`config.mk`:
```
export PLATFORM = sky130hd
export DESIGN_NAME = mem_port_arbiter_flat
export DESIGN_NICKNAME = d
export VERILOG_FILES = /design/src/rtl/mem_port_arbiter_if.sv /design/src/rtl/mem_port_arbiter.sv /design/src/flat_wrapper.sv
export SDC_FILE = /design/constraint.sdc
export NUM_CORES = 1
export LEC_CHECK = 0
export CORE_ASPECT_RATIO = 1.4
export CORE_UTILIZATION = 31
export CTS_BUF_LIST = sky130_fd_sc_hd__clkbuf_16
export CTS_CLUSTER_SIZE = 10
export DETAILED_ROUTE_END_ITERATION = 8
export PLACE_DENSITY = 0.78
export SYNTH_ARGS = -nofsm -noshare
export SYNTH_HDL_FRONTEND = slang
export SYNTH_SLANG_ARGS = --single-unit
export TNS_END_PERCENT = 1
```
`constraint.sdc`:
```
create_clock -name clk -period 2.2 [get_ports clk]
set_input_delay 0.44 -clock clk [delete_from_list [all_inputs] [get_ports clk]]
set_output_delay 0.44 -clock clk [all_outputs]
set_load 0.01 [all_outputs]
```
`src/rtl/mem_port_arbiter_if.sv`:
```
// -----------------------------------------------------------------------------
// mem_port_arbiter_if
//   Bundles every handshake/bus signal around the shared memory port:
//   the instruction-fetch requester (i_*), the memory-stage requester (d_*)
//   and the unified memory (mem_*).
//
//   Modports:
//     master : the arbiter's view -- drives acks, read data back to the
//              requesters and the registered memory request.
//     slave  : the environment's view (pipeline stages plus memory model) --
//              drives requests, memory ack and memory read data.
//
//   Signals:
//     i_req, i_addr                      fetch request (read-only)
//     i_ack, i_rdata                     fetch completion / data
//     d_req, d_we, d_addr, d_wdata,
//     d_wstrb                            load/store request
//     d_ack, d_rdata                     load/store completion / data
//     mem_req, mem_we, mem_addr,
//     mem_wdata, mem_wstrb               registered memory request
//     mem_ack, mem_rdata                 memory completion / read data
// -----------------------------------------------------------------------------
interface mem_port_arbiter_if #(
  parameter int ADDR_W = 32,
  parameter int DATA_W = 32
);
  localparam int STRB_W = DATA_W / 8;

  logic              i_req;
  logic [ADDR_W-1:0] i_addr;
  logic              i_ack;
  logic [DATA_W-1:0] i_rdata;

  logic              d_req;
  logic              d_we;
  logic [ADDR_W-1:0] d_addr;
  logic [DATA_W-1:0] d_wdata;
  logic [STRB_W-1:0] d_wstrb;
  logic              d_ack;
  logic [DATA_W-1:0] d_rdata;

  logic              mem_req;
  logic              mem_we;
  logic [ADDR_W-1:0] mem_addr;
  logic [DATA_W-1:0] mem_wdata;
  logic [STRB_W-1:0] mem_wstrb;
  logic              mem_ack;
  logic [DATA_W-1:0] mem_rdata;

  modport master (
    input  i_req, i_addr,
    output i_ack, i_rdata,
    input  d_req, d_we, d_addr, d_wdata, d_wstrb,
    output d_ack, d_rdata,
    output mem_req, mem_we, mem_addr, mem_wdata, mem_wstrb,
    input  mem_ack, mem_rdata
  );

  modport slave (
    output i_req, i_addr,
    input  i_ack, i_rdata,
    output d_req, d_we, d_addr, d_wdata, d_wstrb,
    input  d_ack, d_rdata,
    input  mem_req, mem_we, mem_addr, mem_wdata, mem_wstrb,
    output mem_ack, mem_rdata
  );
endinterface

```
`src/rtl/mem_port_arbiter.sv`:
```
// -----------------------------------------------------------------------------
// mem_port_arbiter
//   Shares the CPU's single memory port between the instruction-fetch stage
//   and the memory stage. One requester is granted at a time; the granted
//   request is latched into registered mem_* outputs and the memory ack /
//   read data are routed back to the granted requester with no added latency.
//
//   Ports:
//     clk  : rising-edge clock
//     rst  : asynchronous, active-high reset (aborts any transfer in flight)
//     bus  : mem_port_arbiter_if.master (requester and memory signals)
//
//   Optional feature (compile-time macro ARB_FAIR_EN):
//     defined   : simultaneous requests alternate via a last-grant register
//     undefined : the data port always wins simultaneous requests
// -----------------------------------------------------------------------------
module mem_port_arbiter #(
  parameter int ADDR_W = 32,
  parameter int DATA_W = 32
) (
  input  logic                clk,
  input  logic                rst,
  mem_port_arbiter_if.master  bus
);
  localparam int STRB_W = DATA_W / 8;

  typedef enum logic [1:0] {
    IDLE   = 2'd0,
    BUSY_I = 2'd1,
    BUSY_D = 2'd2
  } state_e;

  state_e            state_q;
  logic              mem_req_q;
  logic              mem_we_q;
  logic [ADDR_W-1:0] mem_addr_q;
  logic [DATA_W-1:0] mem_wdata_q;
  logic [STRB_W-1:0] mem_wstrb_q;

  logic grant_i;
  logic grant_d;

  // ---------------------------------------------------------------------------
  // Grant selection (only acted on in IDLE)
  // ---------------------------------------------------------------------------
`ifdef ARB_FAIR_EN
  // 1 = data port was granted last, 0 = fetch port (reset value).
  logic last_grant_d_q;

  // NOTE: every signal written in always_comb gets a default first so no
  // path leaves it unassigned, which would infer a latch.
  always_comb begin
    grant_d = 1'b0;
    grant_i = 1'b0;
    if (bus.d_req && bus.i_req) begin
      grant_d = !last_grant_d_q;
      grant_i =  last_grant_d_q;
    end else begin
      grant_d = bus.d_req;
      grant_i = bus.i_req;
    end
  end

  always_ff @(posedge clk or posedge rst) begin
    if (rst) begin
      last_grant_d_q <= 1'b0;
    end else if (state_q == IDLE && (grant_d || grant_i)) begin
      last_grant_d_q <= grant_d;
    end
  end
`else
  // Data port drains first so the MEM stage is never starved by fetch.
  always_comb begin
    grant_d = bus.d_req;
    grant_i = bus.i_req && !bus.d_req;
  end
`endif

  // ---------------------------------------------------------------------------
  // FSM with registered memory-side outputs
  // ---------------------------------------------------------------------------
  // NOTE: sequential state uses non-blocking assignments so every register
  // samples pre-edge values regardless of statement order.
  always_ff @(posedge clk or posedge rst) begin
    if (rst) begin
      state_q     <= IDLE;
      mem_req_q   <= 1'b0;
      mem_we_q    <= 1'b0;
      mem_addr_q  <= '0;
      mem_wdata_q <= '0;
      mem_wstrb_q <= '0;
    end else begin
      unique case (state_q)
        IDLE: begin
          if (grant_d) begin
            state_q     <= BUSY_D;
            mem_req_q   <= 1'b1;
            mem_we_q    <= bus.d_we;
            mem_addr_q  <= bus.d_addr;
            mem_wdata_q <= bus.d_wdata;
            // Byte enables are meaningless on loads; keep them all-zero.
            mem_wstrb_q <= bus.d_we ? bus.d_wstrb : '0;
          end else if (grant_i) begin
            state_q     <= BUSY_I;
            mem_req_q   <= 1'b1;
            mem_we_q    <= 1'b0;
            mem_addr_q  <= bus.i_addr;
            mem_wdata_q <= '0;
            mem_wstrb_q <= '0;
          end
        end
        BUSY_I, BUSY_D: begin
          // All mem_* hold their values until the memory completes.
          if (bus.mem_ack) begin
            state_q   <= IDLE;
            mem_req_q <= 1'b0;
          end
        end
        default: begin
          state_q   <= IDLE;
          mem_req_q <= 1'b0;
        end
      endcase
    end
  end

  // ---------------------------------------------------------------------------
  // Outputs
  // ---------------------------------------------------------------------------
  assign bus.mem_req   = mem_req_q;
  assign bus.mem_we    = mem_we_q;
  assign bus.mem_addr  = mem_addr_q;
  assign bus.mem_wdata = mem_wdata_q;
  assign bus.mem_wstrb = mem_wstrb_q;

  // Acks are combinational so completion reaches the requester in the same
  // cycle as mem_ack; a stray mem_ack while IDLE produces nothing.
  assign bus.i_ack   = bus.mem_ack && (state_q == BUSY_I);
  assign bus.d_ack   = bus.mem_ack && (state_q == BUSY_D);
  assign bus.i_rdata = bus.mem_rdata;
  assign bus.d_rdata = bus.mem_rdata;

endmodule

```
`src/flat_wrapper.sv`:
```
// flat-port wrapper written by rule: the top's interface ports become plain ports
module mem_port_arbiter_flat 
#(
  parameter int ADDR_W = 32,
  parameter int DATA_W = 32
)
  (clk, rst, bus_i_req, bus_i_addr, bus_i_ack, bus_i_rdata, bus_d_req, bus_d_we, bus_d_addr, bus_d_wdata, bus_d_wstrb, bus_d_ack, bus_d_rdata, bus_mem_req, bus_mem_we, bus_mem_addr, bus_mem_wdata, bus_mem_wstrb, bus_mem_ack, bus_mem_rdata);
  mem_port_arbiter_if #(.ADDR_W(ADDR_W), .DATA_W(DATA_W)) bus_i ();
  input  logic clk;
  input  logic rst;
  input wire logic [$bits(bus_i.i_req)-1:0] bus_i_req;
  input wire logic [$bits(bus_i.i_addr)-1:0] bus_i_addr;
  output wire logic [$bits(bus_i.i_ack)-1:0] bus_i_ack;
  output wire logic [$bits(bus_i.i_rdata)-1:0] bus_i_rdata;
  input wire logic [$bits(bus_i.d_req)-1:0] bus_d_req;
  input wire logic [$bits(bus_i.d_we)-1:0] bus_d_we;
  input wire logic [$bits(bus_i.d_addr)-1:0] bus_d_addr;
  input wire logic [$bits(bus_i.d_wdata)-1:0] bus_d_wdata;
  input wire logic [$bits(bus_i.d_wstrb)-1:0] bus_d_wstrb;
  output wire logic [$bits(bus_i.d_ack)-1:0] bus_d_ack;
  output wire logic [$bits(bus_i.d_rdata)-1:0] bus_d_rdata;
  output wire logic [$bits(bus_i.mem_req)-1:0] bus_mem_req;
  output wire logic [$bits(bus_i.mem_we)-1:0] bus_mem_we;
  output wire logic [$bits(bus_i.mem_addr)-1:0] bus_mem_addr;
  output wire logic [$bits(bus_i.mem_wdata)-1:0] bus_mem_wdata;
  output wire logic [$bits(bus_i.mem_wstrb)-1:0] bus_mem_wstrb;
  input wire logic [$bits(bus_i.mem_ack)-1:0] bus_mem_ack;
  input wire logic [$bits(bus_i.mem_rdata)-1:0] bus_mem_rdata;
  assign bus_i.i_req = bus_i_req;
  assign bus_i.i_addr = bus_i_addr;
  assign bus_i_ack = bus_i.i_ack;
  assign bus_i_rdata = bus_i.i_rdata;
  assign bus_i.d_req = bus_d_req;
  assign bus_i.d_we = bus_d_we;
  assign bus_i.d_addr = bus_d_addr;
  assign bus_i.d_wdata = bus_d_wdata;
  assign bus_i.d_wstrb = bus_d_wstrb;
  assign bus_d_ack = bus_i.d_ack;
  assign bus_d_rdata = bus_i.d_rdata;
  assign bus_mem_req = bus_i.mem_req;
  assign bus_mem_we = bus_i.mem_we;
  assign bus_mem_addr = bus_i.mem_addr;
  assign bus_mem_wdata = bus_i.mem_wdata;
  assign bus_mem_wstrb = bus_i.mem_wstrb;
  assign bus_i.mem_ack = bus_mem_ack;
  assign bus_i.mem_rdata = bus_mem_rdata;
  mem_port_arbiter #(.ADDR_W(ADDR_W), .DATA_W(DATA_W)) u_core (.clk(clk), .rst(rst), .bus(bus_i));
endmodule
```
# Word level (Yosys, flattened, before mapping)
# Index checks and enable logic that the tools add are counted.
dict set report word_totals {
  input_bits 138
  regBits 72
  out_inout_bits 136
  elab_cells 36
}
dict set report classes {
  n_eq_ne 4
  muxes 17
  reduce_logical 9
}
# operator n
set ops {}
lappend ops {{$mux 32} 4}
lappend ops {{$mux 4} 3}
lappend ops {{$mux 2} 3}
lappend ops {{$mux 1} 5}
lappend ops {{$pmux 2 s2} 1}
lappend ops {{$reduce_and 2->1} 2}
lappend ops {{$logic_and 1x1->1} 3}
lappend ops {{$ne 3x2->1 const B} 1}
lappend ops {{$eq 2x1->1 const B} 1}
lappend ops {{$eq 2x2->1 const B} 1}
lappend ops {{$logic_not 2->1} 1}
lappend ops {{$ne 2x2->1 const B} 1}
lappend ops {{$pmux 1 s2} 1}
lappend ops {{$reduce_bool 2->1} 1}
lappend ops {{$reduce_or 2->1} 1}
lappend ops {{$logic_not 1->1} 1}

# Logic depth before layout (Yosys ltp)
dict set report logic_depth {
  depth_word 5
  depth_mapped 6
}

# Worst setup path before layout
# Ideal clock, no wire load.
dict set report synth_path {
  path_type {register -> register}
  startpoint {register u_core.state_q[0]}
  endpoint {register u_core.mem_wdata_q[0] (netlist: u_core.bus.mem_wdata[0])}
  path_buffers 2
  path_slack_ps 766
  period_less_slack_ps 1434
  arrival_time_ps 1313
  path_stages_with_launch 7
  setup_ps 121
  cell_sequence {dfrtp_1 > inv_1 > ha_1 > and2_1 > buf_2 > buf_2 > a22o_1}
}
dict set report synth_between {
  elab_chain_len 2
}
# item line
set synth_rtl {}
lappend synth_rtl {{start, declared} mem_port_arbiter.sv:33} ;# state_e state_q;
lappend synth_rtl {{start signal, assigned} mem_port_arbiter.sv:86} ;# state_q <= IDLE;
lappend synth_rtl {{start signal, assigned} mem_port_arbiter.sv:96} ;# state_q <= BUSY_D;
lappend synth_rtl {{start signal, assigned} mem_port_arbiter.sv:104} ;# state_q <= BUSY_I;
lappend synth_rtl {{$logic_not 2->1} mem_port_arbiter.sv:93} ;# unique case (state_q)
lappend synth_rtl {{$reduce_and 2->1 (no source line)} --}
lappend synth_rtl {{end signal, assigned} mem_port_arbiter.sv:100} ;# mem_wdata_q <= bus.d_wdata;
lappend synth_rtl {{end, declared} mem_port_arbiter.sv:37} ;# logic [DATA_W-1:0] mem_wdata_q;
# No other way between the ends.
# A chain may end at the register's enable or synchronous reset.

# Worst setup path in the final report
dict set report layout_path {
  startpoint {register u_core.state_q[1]}
  endpoint {output port bus_i_ack}
}
dict set report layout_between {
  elab_chain_len 2
}
# item line
set layout_rtl {}
lappend layout_rtl {{$eq 2x1->1} mem_port_arbiter.sv:138} ;# assign bus.i_ack = bus.mem_ack && (state_q == BUSY_I);
lappend layout_rtl {{$logic_and 1x1->1} mem_port_arbiter.sv:138}
lappend layout_rtl {{end, declared} flat_wrapper.sv:13} ;# output wire logic [$bits(bus_i.i_ack)-1:0] bus_i_ack;
# No other way between the ends.

==> impl_results.md <==
- H-tree depth: 3
- Ys Warns: 0
- Final setup violation count: 0
- Post-DP Area: about 5000 um2
- Via density: 4.88
- Post-synthesis adder-cell area fraction: under 10%
- Core box area: 11,400 um2
- Worst Setup End Kind: output port
- XOR/XNOR Fraction of Synth Area: 0%
- DRC viols: 0
- Placed cells: about 590
- Hold Slack: roughly 0.5 ns
- Number of global-route vias before repair: slightly above 3,000
- IO buf count: 177
- Post-route cell area: 5340 um2
- Fraction of registers with async set/reset: 100%
- Gr ovfl total: 0
- Fin Setup TNS: 0 ns
- Seq/Total Area, Yosys: 49.6%
- Drt first pass iters: 4
- Slew headroom: roughly 67%
- Area grow syn2layout: 47.0%
- Width of the die: ~94 um
- Mux share of post-synthesis cell area: 0%
- Full die area: 12,200 um2
- DR WL/cell: approximately 17 um
- Final hold viol count: 0
- Net count, final: 595
- Arr. time, crit path: 1.65 ns
- DRT iter0 DRCs: 93
- N_diodes: 0
- Global Route Usage Sum: between 15 and 20%
- Status: completed
- Leak: ~2.3 nW
- DP Wirelength: roughly 7400 um
- CP Launch Type: flip-flop
- Die Y: about 130 um
- Post-CTS Hold Buffers: 0
- Fillcell total: 1,075
- Setup ws final: 0.109 ns
- Max cap viols: 0
- Fin util: a little under half
- Final min period: around 2.1 ns
- Peak VDD IR: between 500 and 600 uV
- Crit Path Class: reg2out
- Initial antenna violation count: 0
- Fin. max-slew vios: 0
- Mapped Avg Cell Area: approximately 11 um2
- HP Class: reg2reg
- Total power: about 7.0 mW
- Yosys cell types: 24
- Peak Freq: 0.478 GHz
- Total vias in the final route: around 2,900
- CP max FO: 3
- Simple logic cell fraction of the synthesized area: between 10% and 20%
- Combinational family with the most area after synthesis: simple AND/OR/NAND/NOR gates
- Final ANT Viol Nets: 0
- Pwr dens: around 1300 nW/um2
- Ports: between 200 and 300
- Share of layout cells above drive strength 1: 6.32%
- CTS Buffer Depth: 2
- Crit share post-route: approximately 95%
- Synth Net Count: a little under 500
- Worst slack at placement: approximately 0.13 ns
- TritonCTS buffer count: 9
- Post CTS Setup Buffer Count: 0
- R2R setup slack: 0.41 ns
- Synth Instances: roughly 340
- Post-synth EDFFs: 0
- Skew-Pair Late Insertion Delay: 0.33 ns
- Clk root buf: clkbuf_16
- Critical path required time: 1.76 ns
- Storage cell area: 1800 um2
- Clk sinks: 72
- Area of the multi-input gates: between 1000 and 1500 um2
- Rows: between 40 and 50
- TritonCTS clock tree: done
- Ys flop type: dfrtp_1
- Largest net degree at the start of global routing: 45
- Post-Layout Cell Count: between 600 and 700
- Total wire length: just over 10,000 um
- Starting density of the core: about a third
- Skew final: roughly 0.0064 ns
- Global-route wire length before repair: 15,400 um
- Register bit total from synthesis: 72
- Post-Syn Area: 3630 um2
- Post-synthesis compound-gate area fraction: approximately 13%
- Measured slew at the worst slew-check pin: 0.494 ns
- GPL Wtd Cong: a little over 0.7
- PostCTS Resize Cnt: 0
- RSZ-0062 raised after global routing: false
- Clock slew at reported path FFs: 0.06 ns
==> layer usage <==
| metal | routed length, um | global-route usage, % |
|---|---|---|
| met1 | 3750 | 18.1 |
| met2 | 5290 | 29.8 |
| met3 | 669 | 4.90 |
| met4 | 397 | 9.59 |
| met5 | 0 | 0 |
==> logic make-up after synthesis <==
family                   after synthesis
buffers and inverters                 92
AO/OA/AOI/OAI                         56
flip-flops                            72
adder cells (fa/ha/maj)                3
AND/OR/NAND/NOR                      121
==> power breakdown <==
part	total (mW)	leakage, nW	switching [mW]	internal, mW
sequential	2.25	0.864	0.333	1.92
clock	1.56	0.156	0.563	0.994
combinational	3.18	1.26	1.44	1.75
total	6.99	2.28	2.33	4.66
==> cell usage after synthesis, types with 2 or more instances <==
cell type   n  area share (%)
o32ai_1     6             1.4
nor2_1     34             3.5
clkbuf_1    9            0.93
inv_1       4            0.41
a21oi_1     4            0.55
a32o_1      4             1.1
and2_1      3            0.52
a22o_1     33             8.0
o22ai_1     8             1.4
and3b_1    25             6.0
nand2_1     2            0.21
nand2b_1    2            0.34
buf_4      66              14
buf_2       8             1.1
dfrtp_1    72              50
buf_6       2            0.62
ha_1        3             1.0
nor3_1     51             7.0
buf_8       3             1.2
==> cells in the final DEF (no fill, tap or decap), drive strengths merged, types with 6 or more instances in the layout <==
cell type / netlist / final
a22o: 33 / 33
and3b: 25 / 25
buf: 79 / 11
clkbuf: 9 / 9
clkdlybuf4s50: 0 / 176
dfrtp: 72 / 72
nor2: 34 / 34
nor3: 51 / 51
o22ai: 8 / 8
o32ai: 6 / 6
==> final timing paths <==
kind	start	endpoint	cells past startpoint
min in group asynchronous	rst	u_core.bus.mem_wdata[22]$_DFFE_PP0P_	3
hold / removal	u_core.bus.mem_wstrb[1]$_DFFE_PP0P_	u_core.bus.mem_wstrb[1]$_DFFE_PP0P_	1
setup reg to reg	u_core.state_q[1]$_DFFE_PP0P_	u_core.bus.mem_addr[13]$_DFFE_PP0P_	7
hold reg to reg	u_core.bus.mem_wstrb[1]$_DFFE_PP0P_	u_core.bus.mem_wstrb[1]$_DFFE_PP0P_	1
setup / recovery	u_core.state_q[1]$_DFFE_PP0P_	bus_i_ack	4
max in group asynchronous	rst	u_core.bus.mem_addr[0]$_DFFE_PP0P_	3
==> layout make-up <==
class | count | share of cell area, %
Clock buffer | 9 | 4.22
Tap cell | 144 | 3.37
Clock inverter | 7 | 1.78
Inverter | 4 | 0.351
Multi-Input combinational cell | 180 | 22.1
Sequential cell | 72 | 33.7
Timing Repair Buffer | 187 | 34.5
==> worst max-delay path, cell delays in order, from the launching register on <==
cell and delay, ns:
dfrtp_1 0.39, inv_1 0.11, ha_1 0.17, and2_1 0.12
clkdlybuf4s50_1 0.53
==> sequential cells by signal, indices dropped and copies added, names as in the netlist <==
register	count
u_core.bus.mem_req	1
u_core.bus.mem_addr	32
u_core.bus.mem_wstrb	4
u_core.bus.mem_wdata	32
u_core.state_q	2
u_core.bus.mem_we	1
No activity file was read; power rests on OpenSTA's default activity.
